### src/rtl/vga_sync_gen.sv
// Parametrised VGA timing generator: pixel-tick divider, H/V counters, programmable-polarity
// syncs, coordinate request, frame-start strobe and a registered colour stage aligned to sync.
module vga_sync_gen #(
    parameter int unsigned H_ACTIVE = 640,
    parameter int unsigned H_FP     = 16,
    parameter int unsigned H_SYNC   = 96,
    parameter int unsigned H_BP     = 48,
    parameter int unsigned V_ACTIVE = 480,
    parameter int unsigned V_FP     = 10,
    parameter int unsigned V_SYNC   = 2,
    parameter int unsigned V_BP     = 33,
    parameter int unsigned CLK_DIV  = 2,
    parameter int unsigned COLOR_W  = 4,
    parameter bit          SYNC_POL = 1'b0,
    parameter int unsigned CNT_W    = 11
) (
    input  logic                   clk,
    input  logic                   rst,
    input  logic [3*COLOR_W-1:0]   rgb_in,
    output logic [CNT_W-1:0]       pix_x,
    output logic [CNT_W-1:0]       pix_y,
    output logic                   video_on,
    output logic                   pix_tick,
    output logic                   frame_start,
    output logic                   VGA_Hsync_n,
    output logic                   VGA_Vsync_n,
    output logic [COLOR_W-1:0]     VGA_R,
    output logic [COLOR_W-1:0]     VGA_G,
    output logic [COLOR_W-1:0]     VGA_B
);

    localparam int unsigned H_TOTAL  = H_ACTIVE + H_FP + H_SYNC + H_BP;
    localparam int unsigned V_TOTAL  = V_ACTIVE + V_FP + V_SYNC + V_BP;
    localparam int unsigned HS_START = H_ACTIVE + H_FP;
    localparam int unsigned HS_END   = HS_START + H_SYNC;
    localparam int unsigned VS_START = V_ACTIVE + V_FP;
    localparam int unsigned VS_END   = VS_START + V_SYNC;
    localparam int unsigned DIV_W    = (CLK_DIV > 1) ? $clog2(CLK_DIV) : 1;
    localparam int unsigned RGB_W    = 3 * COLOR_W;
    localparam logic        SYNC_IDLE = ~SYNC_POL;

    logic [DIV_W-1:0] div_q, div_d;
    logic             tick_q, tick_d;
    logic [CNT_W-1:0] h_q, h_d;
    logic [CNT_W-1:0] v_q, v_d;
    logic             von_q, von_d;
    logic             fs_q, fs_d;
    logic             hs_q, hs_d;
    logic             vs_q, vs_d;
    logic [RGB_W-1:0] rgb_q, rgb_d;

    logic             h_wrap;
    logic             v_wrap;
    logic             hs0;
    logic             vs0;

    // Divider: tick_q is a registered copy of (div_q == CLK_DIV-1); stays high when CLK_DIV=1.
    always_comb begin
        div_d  = div_q;
        tick_d = tick_q;
        if (div_q == DIV_W'(CLK_DIV - 1)) begin
            div_d = '0;
        end else begin
            div_d = div_q + DIV_W'(1);
        end
        tick_d = (div_d == DIV_W'(CLK_DIV - 1));
    end

    // Stage-0 timing counters and the decodes that depend on the next coordinates.
    always_comb begin
        h_wrap = (h_q == CNT_W'(H_TOTAL - 1));
        v_wrap = (v_q == CNT_W'(V_TOTAL - 1));
        h_d    = h_q;
        v_d    = v_q;
        fs_d   = 1'b0;
        if (tick_q) begin
            if (h_wrap) begin
                h_d = '0;
                v_d = v_wrap ? '0 : v_q + CNT_W'(1);
            end else begin
                h_d = h_q + CNT_W'(1);
            end
            fs_d = h_wrap && v_wrap;
        end
        von_d = (h_d < CNT_W'(H_ACTIVE)) && (v_d < CNT_W'(V_ACTIVE));
    end

    always_comb begin
        hs0 = (h_q >= CNT_W'(HS_START)) && (h_q < CNT_W'(HS_END));
        vs0 = (v_q >= CNT_W'(VS_START)) && (v_q < CNT_W'(VS_END));
    end

    // Stage 1: pins capture the current coordinate's sync/colour on each tick and hold between.
    always_comb begin
        hs_d  = hs_q;
        vs_d  = vs_q;
        rgb_d = rgb_q;
        if (tick_q) begin
            hs_d  = hs0 ^ SYNC_IDLE;
            vs_d  = vs0 ^ SYNC_IDLE;
            rgb_d = von_q ? rgb_in : '0;
        end
    end

    always_ff @(posedge clk or posedge rst) begin
        if (rst) begin
            div_q  <= '0;
            tick_q <= (CLK_DIV == 1);
            h_q    <= '0;
            v_q    <= '0;
            von_q  <= (H_ACTIVE > 0) && (V_ACTIVE > 0);
            fs_q   <= 1'b0;
            hs_q   <= SYNC_IDLE;
            vs_q   <= SYNC_IDLE;
            rgb_q  <= '0;
        end else begin
            div_q  <= div_d;
            tick_q <= tick_d;
            h_q    <= h_d;
            v_q    <= v_d;
            von_q  <= von_d;
            fs_q   <= fs_d;
            hs_q   <= hs_d;
            vs_q   <= vs_d;
            rgb_q  <= rgb_d;
        end
    end

    assign pix_x       = h_q;
    assign pix_y       = v_q;
    assign video_on    = von_q;
    assign pix_tick    = tick_q;
    assign frame_start = fs_q;
    assign VGA_Hsync_n = hs_q;
    assign VGA_Vsync_n = vs_q;
    assign VGA_R       = rgb_q[RGB_W-1 -: COLOR_W];
    assign VGA_G       = rgb_q[2*COLOR_W-1 -: COLOR_W];
    assign VGA_B       = rgb_q[COLOR_W-1:0];

endmodule

### config.mk
export PLATFORM = sky130hd
export DESIGN_NAME = vga_sync_gen
export DESIGN_NICKNAME = d
export VERILOG_FILES = /design/src/rtl/vga_sync_gen.sv
export SDC_FILE = /design/constraint.sdc
export NUM_CORES = 1
export LEC_CHECK = 0
export CELL_PAD_IN_SITES_DETAIL_PLACEMENT = 1
export CELL_PAD_IN_SITES_GLOBAL_PLACEMENT = 1
export CORE_MARGIN = 3
export CORE_UTILIZATION = 33
export CTS_CLUSTER_SIZE = 8
export DETAILED_ROUTE_END_ITERATION = 8
export MAX_ROUTING_LAYER = met4
export PLACE_DENSITY = 0.82
export SKIP_LAST_GASP = 1
export SYNTH_ARGS = -nofsm -noshare
export SYNTH_HDL_FRONTEND = slang
export SYNTH_SLANG_ARGS = --single-unit
### constraint.sdc
create_clock -name clk -period 1.9 [get_ports clk]
set_input_delay 0.57 -clock clk [delete_from_list [all_inputs] [get_ports clk]]
set_output_delay 0.57 -clock clk [all_outputs]
set_load 0.02 [all_outputs]
=== Word level (Yosys, flattened, before mapping) ===
Index checks and enable logic that the tools add are counted.

* Muxes and demuxes: 8
* $lt $le $gt $ge: 6
* Add/subtract/negate cells: 3
* Reduce and logical (&&, ||, !) cells: 4
* Eq/ne operators: 2
* Bitwise operators: 2

{| class="wikitable"
|+ Operators with widths
! kind !! count
|-
| 11-bit two-way mux || 5
|-
| 11-bit by 1-bit adder with 11-bit output (second input constant) || 2
|-
| 11-bit by 10-bit == test with 1-bit output (second input constant) || 2
|-
| 11-bit by 10-bit less-than comparator with 1-bit output (second input constant) || 2
|-
| 11-bit by 9-bit less-than comparator with 1-bit output (second input constant) || 2
|-
| 12-bit two-way mux || 1
|-
| 11-bit by 10-bit greater-or-equal comparator with 1-bit output (second input constant) || 1
|-
| 11-bit by 9-bit greater-or-equal comparator with 1-bit output (second input constant) || 1
|-
| 1-bit logical AND || 4
|-
| 1-bit two-way mux || 2
|-
| 1-bit NOT || 2
|-
| 1-bit adder (second input constant) || 1
|}

* Flip-flop bits (word level): 39
* Logic and storage cells: 33
* Input port bits: 14

=== Depth between registers and ports, before layout ===
Gate-level depths: netlist of run 1.

* Depth after elaboration: 6
* Mapped depth: 8

=== Worst setup path before layout of run 1 ===
Ideal clock, no wire load.

* Kind: register to register
* From: register h_q[0], in the netlist pix_x[0]
* To: register von_q, in the netlist video_on
* Arrival: 2.174 ns
* Slack: -0.336 ns
* Clock period less this slack: 2.236 ns
* Cell stages (with the launch flop): 7
* Setup time: 0.062 ns
* Path buffers: 0
* Path through: dfrtp_1 > ha_1 > nand4_1 > or4b_4 > o311ai_0 > a22oi_1 > and4bb_2

* Word-level cells in the longest chain between the ends: 5

{| class="wikitable"
|+ Ends and longest elaborated chain
! what !! RTL line !! source
|-
| start, declared || 44 || <nowiki>logic [CNT_W-1:0] h_q, h_d;</nowiki>
|-
| start signal, assigned || 109 || <nowiki>h_q <= '0;</nowiki>
|-
| start signal, assigned || 119 || <nowiki>h_q <= h_d;</nowiki>
|-
| 11-bit by 1-bit adder with 11-bit output / 11-bit by 10-bit == test with 1-bit output (equally long branches) || 81, 71 ||
|-
| 11-bit two-way mux || 77 || <nowiki>if (h_wrap) begin</nowiki>
|-
| 11-bit two-way mux || 76 || <nowiki>if (tick_q) begin</nowiki>
|-
| 11-bit by 10-bit less-than comparator with 1-bit output / 11-bit by 9-bit less-than comparator with 1-bit output (equally long branches) || 85 || <nowiki>von_d = (h_d < CNT_W'(H_ACTIVE)) && (v_d < CNT_W'(V_ACTIVE));</nowiki>
|-
| 1-bit logical AND * || 85 ||
|-
| named net von_d || 46 || <nowiki>logic von_q, von_d;</nowiki>
|-
| end signal, assigned || 111 || <nowiki>von_q <= (H_ACTIVE > 0) && (V_ACTIVE > 0);</nowiki>
|-
| end signal, assigned || 121 || <nowiki>von_q <= von_d;</nowiki>
|-
| end, declared || 46 ||
|}

The timed path passes the listed nets; every way through them passes the cells marked *.
A chain may end at the register's enable or synchronous reset.

=== Final worst setup path of run 1 ===
* From: register h_q[6], in the netlist pix_x[6]
* To: register von_q, in the netlist video_on

The elaborated chain is that of the path after synthesis.

==> impl_metrics.xml, run 1 <==
<?xml version="1.0" encoding="UTF-8"?>
<metrics>
  <group name="floorplanning">
    <metric name="core.rowCount" unit="">27</metric>
    <metric name="fp.dieW" unit="um">82.5</metric>
    <metric name="initial_utilization" unit="%">34.6</metric>
    <metric name="ioPinCount" unit="">53</metric>
    <metric name="floorplan.core_area" unit="sq um">5570</metric>
    <metric name="fp.dieH" unit="um">82.5</metric>
    <metric name="die_area" unit="sq um">6800</metric>
  </group>
  <group name="synthesis">
    <metric name="synthesis.area" unit="sq um">1930</metric>
    <metric name="postSynthCellCount" unit="">184</metric>
    <metric name="synthMuxAreaShare" unit="%">1.62</metric>
    <metric name="ys_async_sr_fraction" unit="%">100</metric>
    <metric name="syn-num-nets" unit="">203</metric>
    <metric name="synth_area_per_cell" unit="sq um">10.5</metric>
    <metric name="edff_count_synth" unit="">0</metric>
    <metric name="ys_warn_count" unit="">0</metric>
    <metric name="synth-main-ff-cell" unit="">sky130_fd_sc_hd__dfrtp_1</metric>
    <metric name="synth_compound_area_share" unit="%">14.3</metric>
    <metric name="synth.ff_latch_count" unit="">39</metric>
    <metric name="synth-simple-area-share" unit="%">21.5</metric>
    <metric name="combinational_family_with_the_most_area_after_synthesis" unit="">simple AND/OR/NAND/NOR gates</metric>
    <metric name="synth_seq_area_share" unit="%">50.7</metric>
    <metric name="ys_types" unit="">45</metric>
    <metric name="area_share_of_xor_xnor_cells_in_the_synthesized_design" unit="%">5.90</metric>
    <metric name="yosys.area_share.adder" unit="%">3.24</metric>
  </group>
  <group name="power_and_ir_drop">
    <metric name="power.leakage" unit="nW">1.34</metric>
    <metric name="seq_pwr_share" unit="%">56.0</metric>
    <metric name="power_switching_share" unit="%">23.8</metric>
    <metric name="share_comb_of_total_power" unit="%">6.8</metric>
    <metric name="power.net_switching" unit="W">0.000362</metric>
    <metric name="power.clock.fraction" unit="%">37.2</metric>
    <metric name="ir_drop" unit="mV">0.262</metric>
    <metric name="internal_power" unit="W">0.00116</metric>
    <metric name="p_per_area" unit="nW/um^2">520</metric>
  </group>
  <group name="global_route">
    <metric name="grt_pass1_vias" unit="">1906</metric>
    <metric name="grt_overflow" unit="">0</metric>
    <metric name="pin_count_of_the_biggest_net_entering_global_routing" unit="">35</metric>
    <metric name="grt_util_all_layers" unit="%">19.4</metric>
    <metric name="grt_first_pass_wirelength" unit="mm">9.54</metric>
    <metric name="grt_antenna_before_repair" unit="">0</metric>
  </group>
  <group name="sta">
    <metric name="fmax" unit="MHz">509</metric>
    <metric name="clock_period_minus_worst_slack" unit="ns">1.96</metric>
    <metric name="worst_slew_pin_slew" unit="ns">0.437</metric>
    <metric name="timing.final.crit_share" unit="%">103</metric>
    <metric name="setup_slack" unit="ns">-0.0648</metric>
    <metric name="timing_hold_violations_final" unit="">0</metric>
    <metric name="fin_skew" unit="ns">0.00748</metric>
    <metric name="slew_viol_final" unit="">0</metric>
    <metric name="finalSetupViolations" unit="">1</metric>
    <metric name="grt_setup_unrepaired" unit="">true</metric>
    <metric name="setup_tns" unit="ns">-0.0648</metric>
    <metric name="slew_headroom" unit="%">70.6</metric>
  </group>
  <group name="drt">
    <metric name="totalWireLength" unit="mm">6.08</metric>
    <metric name="wl_met2" unit="mm">3.07</metric>
    <metric name="postRouteAntennaNets" unit="">0</metric>
    <metric name="top_signal_layer_used" unit="">met4</metric>
    <metric name="detail_route.drc_violations" unit="">0</metric>
    <metric name="dr.pass1.iters" unit="">4</metric>
    <metric name="route.detailed.vias_per_inst" unit="">5.22</metric>
    <metric name="route.detailed.wl_per_inst" unit="um">17.9</metric>
    <metric name="dr.first_iter.drc_count" unit="">68</metric>
    <metric name="wl_met1" unit="mm">2.66</metric>
    <metric name="vias" unit="">1769</metric>
    <metric name="dr_wl_met3" unit="um">216</metric>
  </group>
  <group name="run">
    <metric name="drv_cap" unit="">0</metric>
  </group>
  <group name="min_path">
    <metric name="timing.hold.worst.class" unit="">primary input to asynchronous set/reset pin</metric>
  </group>
  <group name="setup_path">
    <metric name="critical_path_required" unit="ns">2.14</metric>
    <metric name="critical_path_class" unit="">flop to flop</metric>
    <metric name="rrSetupSlack" unit="ns">-0.06</metric>
    <metric name="timing.critical_path.arrival" unit="ns">2.20</metric>
    <metric name="timing.critical_path.fanout_max" unit="">5</metric>
    <metric name="critical_path.endpoint_type" unit="">flop</metric>
    <metric name="critPathLaunchType" unit="">flop</metric>
  </group>
  <group name="cells_and_area">
    <metric name="post_layout_nonfiller_instances" unit="">339</metric>
    <metric name="final_nets" unit="">285</metric>
    <metric name="area_growth_syn_to_layout" unit="%">51.1</metric>
    <metric name="fraction_of_final_layout_cells_with_drive_strength_greater_than_1" unit="%">22.8</metric>
    <metric name="insertedDiodeCount" unit="">0</metric>
    <metric name="final_core_util" unit="%">52.3</metric>
  </group>
  <group name="clocking">
    <metric name="clock_sinks" unit="">39</metric>
    <metric name="tritoncts" unit="">built</metric>
    <metric name="numCtsBuffers" unit="">5</metric>
    <metric name="clock_tree.buffer_depth" unit="">2</metric>
    <metric name="cts_htree_levels" unit="">2</metric>
    <metric name="clkTransAtPathRegs" unit="ns">0.08</metric>
    <metric name="worstSkewPairLatency" unit="ns">0.30</metric>
    <metric name="clk_root_buffer_cell" unit="">sky130_fd_sc_hd__clkbuf_8</metric>
  </group>
  <group name="placed_design">
    <metric name="place_hpwl" unit="mm">4.32</metric>
    <metric name="io_buffers" unit="">52</metric>
    <metric name="cell_count_after_placement" unit="">327</metric>
    <metric name="gp_congestion" unit="">0.846</metric>
  </group>
  <group name="status">
    <metric name="violations_in_the_final_reports" unit="">negative setup slack</metric>
    <metric name="status" unit="">finished, violations left</metric>
  </group>
</metrics>
-- stage by stage --
stage	hold WS (ns)	cell area (sq um)	worst slack (ns)	total power, W
2_1_floorplan	0.520	1950	-0.155	0.000905
3_3_place_gp	0.492	2750	0.00285	0.000969
3_5_place_dp	0.498	2750	-0.108	0.000972
4_1_cts	0.506	2830	-0.122	0.00154
5_1_grt	0.526	2920	-0.159	0.00159
6_report	0.505	2920	-0.0648	0.00152
-- routing by layer --
layer  global-route usage [%]  vias to the layer above
met4                     7.81                        0
met3                     3.90                       10
li1                         -                      832
met5                        -                        -
met2                     31.4                       52
met1                     23.7                      875
-- sequential cells by signal, indices dropped and copies added (netlist names) --
name         count
VGA_Hsync_n      1
VGA_Vsync_n      1
frame_start      1
pix_tick         1
pix_x           11
pix_y           11
rgb_q           12
video_on         1
-- placed cells by master (no fill, tap or decap), types with 3 or more instances in the layout --
cell	instances
sky130_fd_sc_hd__a22o_1	12
sky130_fd_sc_hd__and2_1	6
sky130_fd_sc_hd__buf_4	29
sky130_fd_sc_hd__clkbuf_8	5
sky130_fd_sc_hd__clkdlybuf4s50_1	24
sky130_fd_sc_hd__dfrtp_1	34
sky130_fd_sc_hd__dfstp_2	3
sky130_fd_sc_hd__dlygate4sd2_1	26
sky130_fd_sc_hd__ha_1	4
sky130_fd_sc_hd__inv_1	6
sky130_fd_sc_hd__nand2_1	13
sky130_fd_sc_hd__nand3_1	9
sky130_fd_sc_hd__nand4_1	4
sky130_fd_sc_hd__nand4b_1	3
sky130_fd_sc_hd__nor2_1	13
sky130_fd_sc_hd__nor2_2	3
sky130_fd_sc_hd__o21ai_0	10
sky130_fd_sc_hd__xnor2_1	9
sky130_fd_sc_hd__xor2_1	4
-- what timing repair did --
action                                  in CTS  in global routing
pin swaps                                    0                  4
endpoints found under the setup margin      31                 12
resized for setup                           28                 14
setup buffers                                2                  2
hold buffers                                 0                  0
-- final cells by class --
cell class	instances	area (sq um)
inverter	6	22.5
tap	72	90.1
multi-input combinational	131	996
sequential	39	982
fill	634	2660
clock inverter	2	12.5
timing repair buffer	83	742
clock buffer	6	72.6
-- synthesized netlist by cell type, types with 2 or more instances --
| cell | n | area [sq um] |
|---|---|---|
| sky130_fd_sc_hd__and2_1 | 6 | 37.5 |
| sky130_fd_sc_hd__o21ai_0 | 11 | 55.1 |
| sky130_fd_sc_hd__nand2_1 | 13 | 48.8 |
| sky130_fd_sc_hd__nand4b_1 | 3 | 26.3 |
| sky130_fd_sc_hd__nor4_1 | 2 | 12.5 |
| sky130_fd_sc_hd__a21oi_1 | 2 | 10.0 |
| sky130_fd_sc_hd__a22o_1 | 12 | 105 |
| sky130_fd_sc_hd__xor2_1 | 4 | 35.0 |
| sky130_fd_sc_hd__mux2i_1 | 2 | 20.0 |
| sky130_fd_sc_hd__nand3_1 | 9 | 45.0 |
| sky130_fd_sc_hd__nor3_1 | 3 | 15.0 |
| sky130_fd_sc_hd__clkbuf_1 | 8 | 30.0 |
| sky130_fd_sc_hd__o31ai_1 | 2 | 15.0 |
| sky130_fd_sc_hd__nor2_1 | 16 | 60.1 |
| sky130_fd_sc_hd__ha_1 | 5 | 62.6 |
| sky130_fd_sc_hd__nand4_1 | 4 | 25.0 |
| sky130_fd_sc_hd__and4_1 | 2 | 17.5 |
| sky130_fd_sc_hd__a41oi_1 | 2 | 17.5 |
| sky130_fd_sc_hd__inv_1 | 6 | 22.5 |
| sky130_fd_sc_hd__xnor2_1 | 9 | 78.8 |
| sky130_fd_sc_hd__dfrtp_1 | 36 | 901 |
| sky130_fd_sc_hd__and3_1 | 2 | 12.5 |
| sky130_fd_sc_hd__dfstp_2 | 3 | 78.8 |
-- power by group through the flow --
stage | Sequential [W] | Combinational (W) | Clock, W
global placement | 0.000865 | 0.000104 | 0
global route | 0.000851 | 0.000112 | 0.000624
detailed placement | 0.000866 | 0.000106 | 0
finish | 0.000850 | 0.000103 | 0.000565
CTS | 0.000850 | 0.000106 | 0.000581
floorplan | 0.000882 | 0.0000231 | 0
-- critical path, stage by stage (launching register included) --
cell	delay, ns
sky130_fd_sc_hd__dfrtp_1	0.39
sky130_fd_sc_hd__nand4bb_4	0.23
sky130_fd_sc_hd__or4b_4	0.60
sky130_fd_sc_hd__o311ai_4	0.25
sky130_fd_sc_hd__a22oi_1	0.13
sky130_fd_sc_hd__and4bb_2	0.30
-- kinds of logic (layout without fill, tap and decap cells) --
| group | count (synthesis) | count (layout) |
|---|---|---|
| adders and majority gates | 5 | 5 |
| and+or+nand+nor | 72 | 72 |
| muxes | 3 | 3 |
| buffers and inverters | 14 | 97 |
| AOI/OAI and AO/OA | 38 | 38 |
| xor gates and xnor gates | 13 | 13 |
| DFF | 39 | 39 |
-- final timing paths --
check                         start  cells past startpoint          end
max                        pix_x[6]                      5     video_on
min                             rst                      2     pix_y[5]
max reg2reg                pix_x[6]                      5     video_on
min reg2reg                rgb_q[4]                      1     rgb_q[4]
max in group asynchronous       rst                      3  VGA_Vsync_n
min in group clk           rgb_q[4]                      1     rgb_q[4]
(Power assumes the default switching activity.)
==> run 2: changes to the inputs <==
--- a/config.mk
+++ b/config.mk
@@ -7,6 +7,7 @@
 export LEC_CHECK = 0
 export CELL_PAD_IN_SITES_DETAIL_PLACEMENT = 1
 export CELL_PAD_IN_SITES_GLOBAL_PLACEMENT = 1
+export CORE_ASPECT_RATIO = 0.6
 export CORE_MARGIN = 3
 export CORE_UTILIZATION = 33
 export CTS_CLUSTER_SIZE = 8
==> run 2 against run 1 <==
Global-route usage decreased by 0.77 points. The run still ends with negative setup slack left. Sequential share of layout area is 0.44 points lower. First-iteration DRC count grew 37%. Flip-flop and latch count is the same. Critical path depth up 1. Total power decreased by 1.0%. Core utilization rose by 2.9 points.
==> impl_metrics.xml, run 2 (synthesis results as in run 1) <==
<?xml version="1.0" encoding="UTF-8"?>
<metrics>
  <group name="placed_design">
    <metric name="place_hpwl" unit="mm">4.55</metric>
    <metric name="io_buffers" unit="">52</metric>
    <metric name="gp_congestion" unit="">0.897</metric>
  </group>
  <group name="power_and_ir_drop">
    <metric name="ir_drop" unit="mV">0.349</metric>
    <metric name="power.leakage" unit="nW">1.39</metric>
    <metric name="p_per_area" unit="nW/um^2">508</metric>
    <metric name="power" unit="W">0.00150</metric>
  </group>
  <group name="sta">
    <metric name="grt_setup_unrepaired" unit="">true</metric>
    <metric name="timing.hold.ws" unit="ns">0.505</metric>
    <metric name="fmax" unit="MHz">493</metric>
    <metric name="setup_tns" unit="ns">-0.178</metric>
    <metric name="worst_slew_pin_slew" unit="ns">0.433</metric>
    <metric name="setup_slack" unit="ns">-0.127</metric>
    <metric name="slew_headroom" unit="%">71.1</metric>
    <metric name="timing_hold_violations_final" unit="">0</metric>
    <metric name="slew_viol_final" unit="">0</metric>
    <metric name="timing.final.crit_share" unit="%">107</metric>
    <metric name="clock_period_minus_worst_slack" unit="ns">2.03</metric>
    <metric name="fin_skew" unit="ns">0.00981</metric>
    <metric name="finalSetupViolations" unit="">3</metric>
  </group>
  <group name="global_route">
    <metric name="grt_antenna_before_repair" unit="">0</metric>
    <metric name="grt_pass1_vias" unit="">1914</metric>
    <metric name="pin_count_of_the_biggest_net_entering_global_routing" unit="">40</metric>
    <metric name="grt_util_all_layers" unit="%">18.6</metric>
    <metric name="grt_first_pass_wirelength" unit="mm">9.76</metric>
    <metric name="grt_overflow" unit="">0</metric>
  </group>
  <group name="clocking">
    <metric name="tritoncts" unit="">built</metric>
    <metric name="clock_tree.buffer_depth" unit="">2</metric>
    <metric name="cts_htree_levels" unit="">2</metric>
    <metric name="clkTransAtPathRegs" unit="ns">0.08</metric>
    <metric name="clock_sinks" unit="">39</metric>
    <metric name="numCtsBuffers" unit="">5</metric>
    <metric name="clk_root_buffer_cell" unit="">sky130_fd_sc_hd__clkbuf_8</metric>
    <metric name="worstSkewPairLatency" unit="ns">0.29</metric>
  </group>
  <group name="cells_and_area">
    <metric name="reg_with_most_ffs" unit="">rgb_q</metric>
    <metric name="largest_register_ffs" unit="">12</metric>
    <metric name="seq_area" unit="sq um">982</metric>
    <metric name="fill_cells" unit="">617</metric>
    <metric name="multi_input_comb_area" unit="sq um">1000</metric>
    <metric name="final_nets" unit="">288</metric>
    <metric name="layout.cells.most_common" unit="">sky130_fd_sc_hd__dfrtp_1</metric>
    <metric name="area_growth_syn_to_layout" unit="%">53.1</metric>
    <metric name="mostFrequentLayoutCells" unit="">sky130_fd_sc_hd__dfrtp_1 (34), sky130_fd_sc_hd__buf_4 (31), sky130_fd_sc_hd__clkdlybuf4s50_1 (26)</metric>
    <metric name="insertedDiodeCount" unit="">0</metric>
    <metric name="fraction_of_final_layout_cells_with_drive_strength_greater_than_1" unit="%">24.8</metric>
  </group>
  <group name="status">
    <metric name="violations_in_the_final_reports" unit="">negative setup slack</metric>
    <metric name="status" unit="">finished, violations left</metric>
  </group>
  <group name="setup_path">
    <metric name="r2r_cells" unit="">6</metric>
    <metric name="rrSetupSlack" unit="ns">-0.13</metric>
    <metric name="crit_start" unit="">pix_x[1]</metric>
    <metric name="timing.critical_path.arrival" unit="ns">2.26</metric>
    <metric name="critPathLaunchType" unit="">flop</metric>
    <metric name="critical_path.endpoint_type" unit="">flop</metric>
    <metric name="timing.critical_path.fanout_max" unit="">5</metric>
    <metric name="crit_path_end" unit="">video_on</metric>
    <metric name="r2r_start" unit="">pix_x[1]</metric>
    <metric name="critical_path_required" unit="ns">2.13</metric>
    <metric name="critical_path_class" unit="">flop to flop</metric>
    <metric name="r2r_end" unit="">video_on</metric>
  </group>
  <group name="drt">
    <metric name="route.detailed.wl_per_inst" unit="um">18.2</metric>
    <metric name="detail_route.drc_violations" unit="">0</metric>
    <metric name="totalWireLength" unit="mm">6.32</metric>
    <metric name="dr.pass1.iters" unit="">4</metric>
    <metric name="dr.first_iter.drc_count" unit="">93</metric>
    <metric name="vias" unit="">1832</metric>
    <metric name="postRouteAntennaNets" unit="">0</metric>
    <metric name="route.detailed.vias_per_inst" unit="">5.28</metric>
  </group>
  <group name="min_path">
    <metric name="timing.hold.worst.class" unit="">flop to flop</metric>
  </group>
  <group name="floorplanning">
    <metric name="fp.dieW" unit="um">105</metric>
    <metric name="core.rowCount" unit="">20</metric>
    <metric name="floorplan.core_area" unit="sq um">5360</metric>
    <metric name="die_area" unit="sq um">6830</metric>
    <metric name="fp.dieH" unit="um">65.2</metric>
    <metric name="ioPinCount" unit="">53</metric>
    <metric name="initial_utilization" unit="%">36.1</metric>
  </group>
  <group name="run">
    <metric name="drv_cap" unit="">0</metric>
  </group>
</metrics>
run 2: cell types whose count changed in the layout (fill, tap and decap cells not counted), moves of 2 or more:
cell / change
sky130_fd_sc_hd__nand2_1: -2
sky130_fd_sc_hd__clkdlybuf4s50_1: +2
sky130_fd_sc_hd__dlygate4sd2_1: -3
sky130_fd_sc_hd__nand2_2: +2
sky130_fd_sc_hd__buf_4: +2
run 2: timing repair:
action                                  in CTS  in global routing
buffers inserted                             2                  4
endpoints found under the setup margin      32                 13
cloned                                       0                  0
pin swaps                                    0                  4
hold buffers                                 0                  0
gates resized for setup                     28                 19
run 2: routing by layer:
layer	routed length (um)	GRT usage, %	vias up
met4	45	4.09	0
li1	-	-	837
met2	2920	27.6	56
met5	0	-	-
met3	296	4.42	6
met1	3060	26.2	933
run 2: layout make-up:
type | count | share of cell area [%]
Multi-Input combinational cell | 131 | 33.8
Sequential cell | 39 | 33.2
Timing Repair Buffer | 86 | 26.2
Tap cell | 77 | 3.26
Clock buffer | 7 | 2.58
Inverter | 6 | 0.762
Clock inverter | 1 | 0.169
run 2: power by group:
group | switching [W] | internal, W | total, W
Sequential | 0.00000776 | 0.000843 | 0.000851
Clock | 0.000291 | 0.000258 | 0.000549
Combinational | 0.0000454 | 0.0000579 | 0.000103
run 2: worst min-delay path by stage:
stage               depth (start not counted)     endpoint  slack [ns]         from
finish                                      2  VGA_Vsync_n        0.51  VGA_Vsync_n
global route                                2  VGA_Vsync_n        0.52  VGA_Vsync_n
CTS                                         2  VGA_Vsync_n        0.51  VGA_Vsync_n
detailed placement                          2  VGA_Vsync_n        0.49  VGA_Vsync_n
global placement                            2  VGA_Hsync_n        0.48  VGA_Hsync_n
floorplan                                   2  VGA_Hsync_n        0.52  VGA_Hsync_n
run 2: critical path: stages, from the launching register on:
cell	delay, ns
sky130_fd_sc_hd__dfrtp_2	0.39
sky130_fd_sc_hd__ha_4	0.15
sky130_fd_sc_hd__nand4_1	0.13
sky130_fd_sc_hd__or4b_4	0.56
sky130_fd_sc_hd__o311ai_2	0.27
sky130_fd_sc_hd__a22oi_2	0.14
sky130_fd_sc_hd__and4bb_2	0.32
run 2: metrics by stage:
stage / cells / util (%) / setup slack (ns) / instance area (sq um)
after floorplan: 184 / - / -0.155 / 1950
after global placement: 333 / 51.6 / 0.00413 / 2760
after detailed placement: 333 / 51.6 / -0.181 / 2760
after CTS: 343 / 53.3 / -0.154 / 2850
after global routing: 347 / 55.2 / -0.185 / 2960
final: 347 / 55.2 / -0.127 / 2960
==> run 3: changes to the inputs <==
--- a/config.mk
+++ b/config.mk
@@ -5,15 +5,16 @@
 export SDC_FILE = /design/constraint.sdc
 export NUM_CORES = 1
 export LEC_CHECK = 0
+export CAP_MARGIN = 20
 export CELL_PAD_IN_SITES_DETAIL_PLACEMENT = 1
 export CELL_PAD_IN_SITES_GLOBAL_PLACEMENT = 1
 export CORE_ASPECT_RATIO = 0.6
 export CORE_MARGIN = 3
-export CORE_UTILIZATION = 33
+export CORE_UTILIZATION = 36
 export CTS_CLUSTER_SIZE = 8
 export DETAILED_ROUTE_END_ITERATION = 8
 export MAX_ROUTING_LAYER = met4
-export PLACE_DENSITY = 0.82
+export PLACE_DENSITY = 0.84
 export SKIP_LAST_GASP = 1
 export SYNTH_ARGS = -nofsm -noshare
 export SYNTH_HDL_FRONTEND = slang
==> constraint.sdc (replaced) <==
create_clock -name clk -period 2.3 [get_ports clk]
set_input_delay 0.69 -clock clk [delete_from_list [all_inputs] [get_ports clk]]
set_output_delay 0.69 -clock clk [all_outputs]
set_load 0.02 [all_outputs]
==> run 3 against run 2 <==
The flow now finishes without violations. Die area is 7.7% lower. Via count is 7.4% lower. Non-clock buffer count is 22 lower. Final cell count is 10% lower. Total power is 8.2% lower. Clock skew is 0.0039 ns lower. Wire length is 7.8% lower. Clock-buffer cell count is 1 lower. Combinational power is 19% lower. Largest power group unchanged.
==> impl_metrics.xml, run 3 (synthesis results as in run 1) <==
<?xml version="1.0" encoding="UTF-8"?>
<metrics>
  <group name="global_route">
    <metric name="pin_count_of_the_biggest_net_entering_global_routing" unit="">40</metric>
    <metric name="grt_pass1_vias" unit="">1788</metric>
    <metric name="grt_util_all_layers" unit="%">19.9</metric>
    <metric name="grt_antenna_before_repair" unit="">0</metric>
    <metric name="grt_overflow" unit="">0</metric>
    <metric name="grt_first_pass_wirelength" unit="mm">9.59</metric>
  </group>
  <group name="drt">
    <metric name="dr.pass1.iters" unit="">4</metric>
    <metric name="route.detailed.vias_per_inst" unit="">5.46</metric>
    <metric name="totalWireLength" unit="mm">5.82</metric>
    <metric name="route.detailed.wl_per_inst" unit="um">18.7</metric>
    <metric name="dr.first_iter.drc_count" unit="">129</metric>
    <metric name="detail_route.drc_violations" unit="">0</metric>
    <metric name="postRouteAntennaNets" unit="">0</metric>
    <metric name="vias" unit="">1697</metric>
  </group>
  <group name="power_and_ir_drop">
    <metric name="power.net_switching" unit="W">0.000287</metric>
    <metric name="power.clock.fraction" unit="%">43.0</metric>
    <metric name="seq_pwr_share" unit="%">51.0</metric>
    <metric name="share_comb_of_total_power" unit="%">6.0</metric>
    <metric name="p_per_area" unit="nW/um^2">506</metric>
    <metric name="power_switching_share" unit="%">20.8</metric>
    <metric name="power.leakage" unit="nW">1.15</metric>
    <metric name="internal_power" unit="W">0.00109</metric>
    <metric name="ir_drop" unit="mV">0.322</metric>
  </group>
  <group name="clocking">
    <metric name="numCtsBuffers" unit="">5</metric>
    <metric name="cts_htree_levels" unit="">2</metric>
    <metric name="cts-hold-fix-buffers" unit="">0</metric>
    <metric name="clock_sinks" unit="">39</metric>
    <metric name="clkTransAtPathRegs" unit="ns">0.08</metric>
    <metric name="tritoncts" unit="">built</metric>
    <metric name="clock_tree.buffer_depth" unit="">2</metric>
    <metric name="worstSkewPairLatency" unit="ns">0.29</metric>
    <metric name="cts_setup_buffers" unit="">0</metric>
    <metric name="clk_root_buffer_cell" unit="">sky130_fd_sc_hd__clkbuf_8</metric>
    <metric name="resize_count_post_cts" unit="">0</metric>
  </group>
  <group name="cells_and_area">
    <metric name="multi_input_comb_area" unit="sq um">915</metric>
    <metric name="reg_with_most_ffs" unit="">rgb_q</metric>
    <metric name="fraction_of_final_layout_cells_with_drive_strength_greater_than_1" unit="%">13.3</metric>
    <metric name="stdcell_area" unit="sq um">2730</metric>
    <metric name="post_layout_nonfiller_instances" unit="">311</metric>
    <metric name="layout.cells.most_common" unit="">sky130_fd_sc_hd__clkdlybuf4s50_1</metric>
    <metric name="area_growth_syn_to_layout" unit="%">41.2</metric>
    <metric name="fill_cells" unit="">544</metric>
    <metric name="seq_area" unit="sq um">982</metric>
    <metric name="largest_register_ffs" unit="">12</metric>
    <metric name="final_nets" unit="">266</metric>
    <metric name="insertedDiodeCount" unit="">0</metric>
    <metric name="mostFrequentLayoutCells" unit="">sky130_fd_sc_hd__clkdlybuf4s50_1 (52), sky130_fd_sc_hd__dfrtp_1 (34), sky130_fd_sc_hd__nor2_1 (16)</metric>
  </group>
  <group name="placed_design">
    <metric name="gp_congestion" unit="">0.871</metric>
    <metric name="cell_count_after_placement" unit="">303</metric>
    <metric name="io_buffers" unit="">52</metric>
    <metric name="placed_cell_area" unit="sq um">2590</metric>
    <metric name="place_hpwl" unit="mm">4.20</metric>
  </group>
  <group name="floorplanning">
    <metric name="initial_utilization" unit="%">39.6</metric>
    <metric name="core.rowCount" unit="">19</metric>
    <metric name="floorplan.core_area" unit="sq um">4870</metric>
    <metric name="fp.dieW" unit="um">101</metric>
    <metric name="fp.dieH" unit="um">62.7</metric>
    <metric name="ioPinCount" unit="">53</metric>
    <metric name="die_area" unit="sq um">6310</metric>
  </group>
  <group name="setup_path">
    <metric name="critical_path_class" unit="">flop to output port</metric>
    <metric name="critical_path.endpoint_type" unit="">output port</metric>
    <metric name="timing.critical_path.fanout_max" unit="">12</metric>
    <metric name="timing.critical_path.arrival" unit="ns">1.50</metric>
    <metric name="critical_path_required" unit="ns">1.61</metric>
    <metric name="critPathLaunchType" unit="">flop</metric>
  </group>
  <group name="sta">
    <metric name="fmax" unit="MHz">457</metric>
    <metric name="timing.final.crit_share" unit="%">95.2</metric>
    <metric name="worst_slew_pin_slew" unit="ns">0.507</metric>
    <metric name="fin_skew" unit="ns">0.00591</metric>
    <metric name="grt_setup_unrepaired" unit="">false</metric>
    <metric name="setup_tns" unit="ns">0</metric>
    <metric name="clock_period_minus_worst_slack" unit="ns">2.19</metric>
    <metric name="finalSetupViolations" unit="">0</metric>
    <metric name="slew_viol_final" unit="">0</metric>
    <metric name="slew_headroom" unit="%">66.2</metric>
    <metric name="timing_hold_violations_final" unit="">0</metric>
  </group>
  <group name="min_path">
    <metric name="timing.hold.worst.class" unit="">flop to flop</metric>
  </group>
  <group name="run">
    <metric name="drv_cap" unit="">0</metric>
  </group>
  <group name="status">
    <metric name="status" unit="">complete, no violations</metric>
  </group>
</metrics>
[run 3: changes by cell type in the layout (fill, tap and decap cells not counted), moves of 3 or more]
cell	delta
sky130_fd_sc_hd__dlygate4sd2_1	-23
sky130_fd_sc_hd__dlymetal6s2s_1	-3
sky130_fd_sc_hd__clkdlybuf4s50_1	+26
sky130_fd_sc_hd__buf_4	-19
sky130_fd_sc_hd__nor2_1	+3
[run 3: worst paths after layout]
path	from	to	slack (ns)	depth (start not counted)
worst max-delay path	pix_tick	pix_tick	0.11	2
worst min-delay path	VGA_Hsync_n	VGA_Hsync_n	0.50	2
worst max register to register	pix_x[0]	video_on	0.16	6
worst min register to register	VGA_Hsync_n	VGA_Hsync_n	0.50	2
max in group asynchronous	rst	pix_x[1]	1.10	3
min in group asynchronous	rst	pix_x[6]	0.82	3
[run 3: per-stage QoR]
| stage | util [%] | total power [W] | setup slack, ns | hold WS [ns] |
|---|---|---|---|---|
| 2_1_floorplan | - | 0.000748 | 0.0640 | 0.520 |
| 3_3_place_gp | 53.1 | 0.000799 | 0.202 | 0.487 |
| 3_5_place_dp | 53.1 | 0.000800 | 0.150 | 0.493 |
| 4_1_cts | 55.6 | 0.00139 | 0.106 | 0.506 |
| 5_1_grt | 55.9 | 0.00144 | 0.0259 | 0.520 |
| 6_report | 55.9 | 0.00138 | 0.111 | 0.502 |
[run 3: metal layers]
metal	up-vias	track usage (%)	share of wire (%)
met3	5	4.01	4.6
met2	45	28.1	45
met4	0	3.70	0.65
met1	849	29.8	50
met5	-	-	0
li1	798	-	-
[run 3: worst max-delay path: stages, from the launching register on]
cell and delay, ns:
sky130_fd_sc_hd__dfrtp_1 0.37, sky130_fd_sc_hd__buf_4 0.21, sky130_fd_sc_hd__clkdlybuf4s50_1 0.63
[run 3: final cells by class]
type / count / area share, %
Tap cell: 63 / 2.89
Sequential cell: 39 / 36.0
Timing Repair Buffer: 64 / 22.4
Multi-Input combinational cell: 131 / 33.5
Clock inverter: 2 / 1.28
Clock buffer: 6 / 3.03
Inverter: 6 / 0.826
[run 3: power groups by stage]
stage | sequential [W] | clock, W | combinational, W
2_1_floorplan | 0.000729 | 0 | 0.0000191
3_3_place_gp | 0.000715 | 0 | 0.0000837
3_5_place_dp | 0.000715 | 0 | 0.0000849
4_1_cts | 0.000703 | 0.000607 | 0.0000852
5_1_grt | 0.000705 | 0.000646 | 0.0000894
6_report | 0.000703 | 0.000593 | 0.0000831
